`src/rtl/alu_mp_seq.sv`:
```
`default_nettype none
// ============================================================================
// Module      : alu_mp_seq
// Description : Multi-precision add/sub/neg sequencer. It drives a single
//               combinational 8-bit ALU one byte per cycle, LSB first, and
//               chains carry/borrow between bytes. It returns the assembled
//               result and {N,Z,V,C} flags through a start/busy/done
//               handshake.
// Revision    : 1.0 - initial release
// ----------------------------------------------------------------------------
// Ports
//   clk            system clock
//   rst            synchronous, active-high reset
//   i_start        command request, sampled only in IDLE
//   i_op           01 add, 10 sub, 11 neg (0 - b), 00 clear
//   i_cin          carry/borrow into byte 0
//   i_a, i_b       operands, captured on an accepted start
//   o_busy         high while a command is in progress
//   o_done         one-cycle pulse when o_result/o_flags are valid
//   o_result       registered result
//   o_flags        registered {N,Z,V,C}
//   o_alu_select   ALU select
//   o_alu_ci       ALU carry in
//   o_alu_a/b      ALU byte operands
//   i_alu_y        ALU byte result
//   i_alu_co       ALU carry/borrow out
// ============================================================================
module alu_mp_seq #(
  parameter int NBYTES = 4
) (
  input  logic                  clk,
  input  logic                  rst,
  input  logic                  i_start,
  input  logic [1:0]            i_op,
  input  logic                  i_cin,
  input  logic [8*NBYTES-1:0]   i_a,
  input  logic [8*NBYTES-1:0]   i_b,
  output logic                  o_busy,
  output logic                  o_done,
  output logic [8*NBYTES-1:0]   o_result,
  output logic [3:0]            o_flags,
  output logic [3:0]            o_alu_select,
  output logic                  o_alu_ci,
  output logic [7:0]            o_alu_a,
  output logic [7:0]            o_alu_b,
  input  logic [7:0]            i_alu_y,
  input  logic                  i_alu_co
);

  localparam int W  = 8 * NBYTES;
  localparam int IW = (NBYTES > 1) ? $clog2(NBYTES) : 1;
  localparam logic [IW-1:0] c_LAST = IW'(NBYTES - 1);

  localparam logic [1:0] c_OP_CLR = 2'b00;
  localparam logic [1:0] c_OP_ADD = 2'b01;
  localparam logic [1:0] c_OP_SUB = 2'b10;
  localparam logic [1:0] c_OP_NEG = 2'b11;

  typedef enum logic [1:0] {
    S_IDLE = 2'd0,
    S_RUN  = 2'd1,
    S_DONE = 2'd2
  } state_t;

  state_t          r_state;
  state_t          w_state_nxt;

  logic [W-1:0]    r_a;
  logic [W-1:0]    r_b;
  logic [1:0]      r_op;
  logic            r_cin;
  logic            r_carry;
  logic            r_zacc;
  logic [IW-1:0]   r_idx;
  logic [W-1:0]    r_result;
  logic [3:0]      r_flags;

  logic            w_accept;
  logic            w_last;
  logic [7:0]      w_a_byte;
  logic [7:0]      w_b_byte;
  logic            w_a7;
  logic            w_b7;
  logic            w_y7;
  logic            w_v;
  logic            w_zfinal;

  assign w_accept = (r_state == S_IDLE) && i_start;
  assign w_last   = (r_idx == c_LAST);
  assign w_a_byte = r_a[{r_idx, 3'b000} +: 8];
  assign w_b_byte = r_b[{r_idx, 3'b000} +: 8];

  // Overflow uses the operand MSBs of the top byte; neg behaves as 0 - b.
  assign w_a7     = (r_op == c_OP_NEG) ? 1'b0 : r_a[W-1];
  assign w_b7     = r_b[W-1];
  assign w_y7     = i_alu_y[7];
  assign w_zfinal = r_zacc & ~|i_alu_y;

  always_comb begin
    w_v = 1'b0;
    case (r_op)
      c_OP_ADD: w_v = (w_a7 == w_b7) && (w_y7 != w_a7);
      c_OP_SUB,
      c_OP_NEG: w_v = (w_a7 != w_b7) && (w_y7 != w_a7);
      default:  w_v = 1'b0;
    endcase
  end

  // ---------------------------------------------------------------- FSM
  always_ff @(posedge clk) begin
    if (rst) begin
      r_state <= S_IDLE;
    end else begin
      r_state <= w_state_nxt;
    end
  end

  always_comb begin
    w_state_nxt  = r_state;
    o_busy       = 1'b0;
    o_done       = 1'b0;
    o_alu_select = 4'b0000;
    o_alu_ci     = 1'b0;
    o_alu_a      = 8'h00;
    o_alu_b      = 8'h00;
    case (r_state)
      S_IDLE: begin
        if (i_start) begin
          w_state_nxt = S_RUN;
        end
      end
      S_RUN: begin
        o_busy       = 1'b1;
        o_alu_select = {2'b00, r_op};
        o_alu_a      = w_a_byte;
        o_alu_b      = w_b_byte;
        // Byte 0 takes the command carry; later bytes chain the saved one.
        o_alu_ci     = (r_idx == '0) ? r_cin : r_carry;
        if (w_last) begin
          w_state_nxt = S_DONE;
        end
      end
      S_DONE: begin
        o_done      = 1'b1;
        w_state_nxt = S_IDLE;
      end
      default: begin
        w_state_nxt = S_IDLE;
      end
    endcase
  end

  // ----------------------------------------------------------- datapath
  always_ff @(posedge clk) begin
    if (rst) begin
      r_a      <= '0;
      r_b      <= '0;
      r_op     <= c_OP_CLR;
      r_cin    <= 1'b0;
      r_carry  <= 1'b0;
      r_zacc   <= 1'b0;
      r_idx    <= '0;
      r_result <= '0;
      r_flags  <= 4'b0000;
    end else if (w_accept) begin
      r_a    <= i_a;
      r_b    <= i_b;
      r_op   <= i_op;
      r_cin  <= i_cin;
      r_zacc <= 1'b1;
      r_idx  <= '0;
    end else if (r_state == S_RUN) begin
      // Result bytes are overwritten in place; o_result is only meaningful
      // once busy drops.
      r_result[{r_idx, 3'b000} +: 8] <= i_alu_y;
      r_carry <= i_alu_co;
      r_zacc  <= w_zfinal;
      r_idx   <= r_idx + 1'b1;
      if (w_last) begin
        r_flags <= {w_y7, w_zfinal, w_v, i_alu_co};
      end
    end
  end

  assign o_result = r_result;
  assign o_flags  = r_flags;

endmodule
`default_nettype wire
```
`config.mk`:
```
export PLATFORM = sky130hd
export DESIGN_NAME = alu_mp_seq
export DESIGN_NICKNAME = d
export VERILOG_FILES = /design/src/rtl/alu_mp_seq.sv
export SDC_FILE = /design/constraint.sdc
export NUM_CORES = 1
export LEC_CHECK = 0
export ABC_AREA = 1
export ABC_CLOCK_PERIOD_IN_PS = 2140
export CELL_PAD_IN_SITES_DETAIL_PLACEMENT = 0
export CELL_PAD_IN_SITES_GLOBAL_PLACEMENT = 1
export CORE_MARGIN = 3
export CORE_UTILIZATION = 34
export CTS_BUF_LIST = sky130_fd_sc_hd__clkbuf_8
export CTS_CLUSTER_DIAMETER = 120
export CTS_CLUSTER_SIZE = 12
export DETAILED_ROUTE_END_ITERATION = 10
export PLACE_DENSITY_LB_ADDON = 0.1
export SETUP_SLACK_MARGIN = 0.1
export SYNTH_ARGS = -nofsm -noshare
export SYNTH_HDL_FRONTEND = slang
export SYNTH_SLANG_ARGS = --single-unit
export TNS_END_PERCENT = 100
```
`constraint.sdc`:
```
create_clock -name clk -period 2.14 [get_ports clk]
set_input_delay 0.321 -clock clk [delete_from_list [all_inputs] [get_ports clk]]
set_output_delay 0.321 -clock clk [all_outputs]
set_load 0.05 [all_outputs]
```
======== Word level (Yosys, flattened, before mapping) ========
Cells that the tools add are included.
word-level totals
  word-level logic and storage cells ...... 57
  output and inout port bits .............. 59
  bits in registers ....................... 109
cells by class
  add/subtract/negate cells ............... 2
  bitwise operators ....................... 2
  mux-type cells .......................... 15
  reductions and logical operators ........ 13
  shifts and indexed selects .............. 4
  equality and inequality tests ........... 11
operator list
  cell                                                                    number
  32-bit by 6-bit indexed part select with 8-bit output                   2
  32-bit bitwise mux                                                      1
  8-bit by 7-bit variable shift with 32-bit output, first input constant  1
  8-bit by 7-bit indexed part select with 32-bit output                   1
  8-bit 2-to-1 mux                                                        2
  2-bit equality test, second input constant                              4
  8-bit OR reduction                                                      1
  1-bit 2-to-1 mux                                                        7
  5-bit negation with 7-bit output                                        1
  2-bit 2-to-1 mux                                                        3
  2-bit by 1-bit equality test with 1-bit output, second input constant   2
  2-bit zero test                                                         2
  2-bit inequality test, second input constant                            2
  2-bit case mux with 2 select lines                                      1
  2-bit AND reduction                                                     2
  2-bit OR reduction                                                      2
  1-bit logical AND                                                       3
  3-bit AND reduction                                                     1
  2-bit by 1-bit adder with 2-bit output, second input constant           1
  1-bit inequality test                                                   2
  1-bit case mux with 2 select lines                                      1
  2-bit nonzero test                                                      1
  1-bit bitwise AND                                                       1
  1-bit equality test                                                     1
  2 further kinds                                                         2

======== Depth between registers and ports, before layout ========
  depth after elaboration ................. 5
  depth in mapped cells ................... 10

======== Least setup slack after synthesis ========
No wires, ideal clock.
  kind .................................... flip-flop to output port
  start ................................... register r_idx[1]
  end ..................................... output o_alu_ci
  arrival ................................. 2144 ps
  buffers on the path ..................... 3
  setup slack ............................. -325 ps
  cell stages (with the launch flop) ...... 9
  cells stage by stage .................... dfxtp_1 > buf_2 > inv_1 > buf_2 > ha_1 > inv_1 > buf_2 > nand2_1 > a21oi_1
between the ends
  word-level cells in the longest chain between the ends .. 3
ends and longest elaborated chain
  item                      line  source
  start: declaration        74    logic [IW-1:0] r_idx;
  start signal: assignment  178   r_idx <= r_idx + 1'b1;
  2-bit zero test           138   o_alu_ci = (r_idx == '0) ? r_cin : r_carry;
  1-bit 2-to-1 mux          138
  1-bit 2-to-1 mux          126   case (r_state)
  end: declaration          43    output logic o_alu_ci,
Every way passes these cells.

======== Final worst setup path ========
  start ................................... register r_idx[0]
  end ..................................... output o_alu_a[6]
between the ends
  word-level cells in the longest chain between the ends .. 2
ends and longest elaborated chain
  item                                                   line  source
  32-bit by 6-bit indexed part select with 8-bit output  90    assign w_a_byte = r_a[{r_idx, 3'b000} +: 8];
  8-bit 2-to-1 mux                                       126
  end: declaration                                       44    output logic [7:0] o_alu_a,
Every way passes these cells.

==> flow_summary.ini <==
[run_status]
status = complete, no violations

[clocking]
cts.reportedPaths.clkPinSlew_ps = 100
cts_buffers = 9
cts_tree = built
cts.path.max_buffers = 2
root_buffer = clkbuf_8
clock-sinks = 109
insertion_delay_ps = 380
htreeDepth = 3
hold_buffers = 0

[sta]
post-route-min-period_ps = 1981
worst_pin_slew_ps = 522.0
grt_setup_unrepaired = true
max_slew_margin = 0.6509
skew_ps = 9.530
fin_crit_sh = 0.9256
setup_viol = 0
setup_ws_ps = 159.2
clock.fmax_mhz = 504.8
maxSlewViolCount = 0
fin_tns_setup_ps = 0
finalHoldViolations = 0

[flow_run]
cap_violations = 0

[global_route]
antenna_found_initial = 0
grt_pass1_wl_um = 21940
grt_max_degree = 40
groute.usage.overall = 0.1850
grt_overflow_total = 0
first_global_vias = 4447

[power]
ir_worst_vdd_uv = 351.2
power.density_nw_per_um2 = 657.3
power.leakage_nw = 2.471
finalPower_mw = 4.252

[worst_setup_path]
startpoint_type = register
crit_type = reg -> out
reg2reg_depth = 8
end_kind = output port
cp_data_required_time_ps = 1820
worstPathArrival_ps = 1660
path_max_fanout = 6

[final_layout]
antennaDiodeCount = 0
layout-drive-gt1-share = 0.1104
stdcell_area_um2 = 6469
fin_cells = 960
final_net_count = 867
area_growth_pct = 40.41

[synthesis]
synth-edff-count = 0
yosysUniqueCellTypes = 24
synth-main-ff-cell = dfxtp_1
ys_warn_count = 0
synthCells = 655
synth_commonest_cells = nor2_1 (211), dfxtp_1 (109), o21ai_0 (102), nand2_1 (81), a21oi_1 (55)
synth_seq_cells = 109
yosysSeqAreaShare = 0.4737
syn_area_um2 = 4607
syn_avg_cell_area_um2 = 7.033
synth_most_common_cell = nor2_1
synth_area_leaders = dfxtp_1 (47%), nor2_1 (17%), o21ai_0 (11%)
yosysTopAreaCell = dfxtp_1
synth_top_area_share = 0.4737
synthArstFlopShare = 0

[routing]
routed_via_density = 4.730
postRouteAntennaNets = 0
drc = 0
wl_um = 13710
routedWlPerCell_um = 14.28
first_iter_violations = 338
detailedRoute.firstPassIterationCount = 5
vias = 4541

[placed_design]
dp_hpwl_um = 9782
dp_slack_ps = 352.4
io_buffers = 135
dpl_cell_area_um2 = 6180
place_congestion = 0.8057
dp.cells = 941

[die]
dieHeight_um = 122.4
core-area_um2 = 12930
dieArea_um2 = 14980
initial_utilization = 0.3564
num_rows = 41
chipWidth_um = 122.4
ios = 138

[min_path]
hp-class = reg -> reg
holdPathStages = 2
==> final timing paths <==
kind	slack [ps]	end	from
max	160	o_alu_a[6]	r_idx[0]$_SDFFE_PP0P_
min	470	o_result[23]$_SDFFE_PP0P_	o_result[23]$_SDFFE_PP0P_
max reg2reg	370	o_result[6]$_SDFFE_PP0P_	r_idx[0]$_SDFFE_PP0P_
min reg2reg	470	o_result[23]$_SDFFE_PP0P_	o_result[23]$_SDFFE_PP0P_
==> per-layer routing <==
layer / wire length, um / up-vias / share of wire / global-route usage
met5: 0 / - / 0 / 0
met4: 159 / 0 / 0.012 / 0.04059
met3: 745 / 12 / 0.054 / 0.05115
met2: 6392 / 110 / 0.47 / 0.3016
met1: 6413 / 2062 / 0.47 / 0.2454
li1: - / 2357 / - / -
==> logic make-up (layout without fill, tap and decap cells) <==
| kind of cell | after synthesis | after routing | share of synthesized area |
|---|---|---|---|
| other | 1 | 2 | 0.0008140 |
| DFF | 109 | 109 | 0.4737 |
| AOI/OAI and AO/OA | 160 | 160 | 0.1754 |
| adders and majority gates | 5 | 5 | 0.01358 |
| xor gates and xnor gates | 1 | 1 | 0.001901 |
| buffers and inverters | 60 | 192 | 0.05731 |
| and+or+nand+nor | 319 | 319 | 0.2773 |
==> layout by cell type, fill, tap and decap left out, drive strengths merged, types with 2 or more instances in the layout <==
cell type / synthesis / layout
inv: 18 / 19
clkdlybuf4s50: 0 / 114
o21ai: 102 / 102
conb: 1 / 2
nor3: 4 / 4
buf: 20 / 42
nor2: 215 / 215
nand3: 15 / 15
nand2: 84 / 84
dfxtp: 109 / 109
a21oi: 55 / 55
clkinv: 0 / 4
clkbuf: 22 / 11
ha: 5 / 5
==> timing repair <==
action	4_1_cts	5_1_grt
pin swaps	1	4
buffers inserted	0	1
endpoints found under the setup margin	11	12
hold endpoints to repair	0	0
gates resized for setup	5	21
gates cloned	0	2
==> cell type report <==
type / instances / area (um^2)
Multi-Input combinational cell: 487 / 2228
Tap cell: 172 / 215.2
Clock inverter: 6 / 38.79
Inverter: 18 / 70.07
Fill cell: 1365 / 6459
Timing Repair Buffer: 158 / 1592
Clock buffer: 10 / 137.6
Sequential cell: 109 / 2187
==> flip-flops by register name, indices dropped and copies added (netlist names), 2 cells and up <==
signal	cells
r_a	32
r_state	2
o_result	32
r_idx	2
r_b	32
o_flags	4
r_op	2
==> critical path: stages (launching register included) <==
cell	delay [ps]
dfxtp_4	400
buf_6	120
clkbuf_16	140
nor2_1	40
nor2_1	70
o21ai_0	100
a21oi_2	180
buf_4	220
==> power breakdown <==
group          internal (mW)  switching [mW]  leakage, nW
Sequential              2.15          0.0672        0.897
Combinational          0.370           0.513         1.48
Clock                  0.454           0.699       0.0938
Total                   2.97            1.28         2.47
==> through the flow <==
stage,hold slack [ps],utilization
after floorplan,424.1,-
after global placement,454.6,0.4780
after detailed placement,457.9,0.4780
after CTS,473.8,0.4922
after global routing,486.8,0.5004
final,468.4,0.5004
Power figures use the tool's default switching activity.
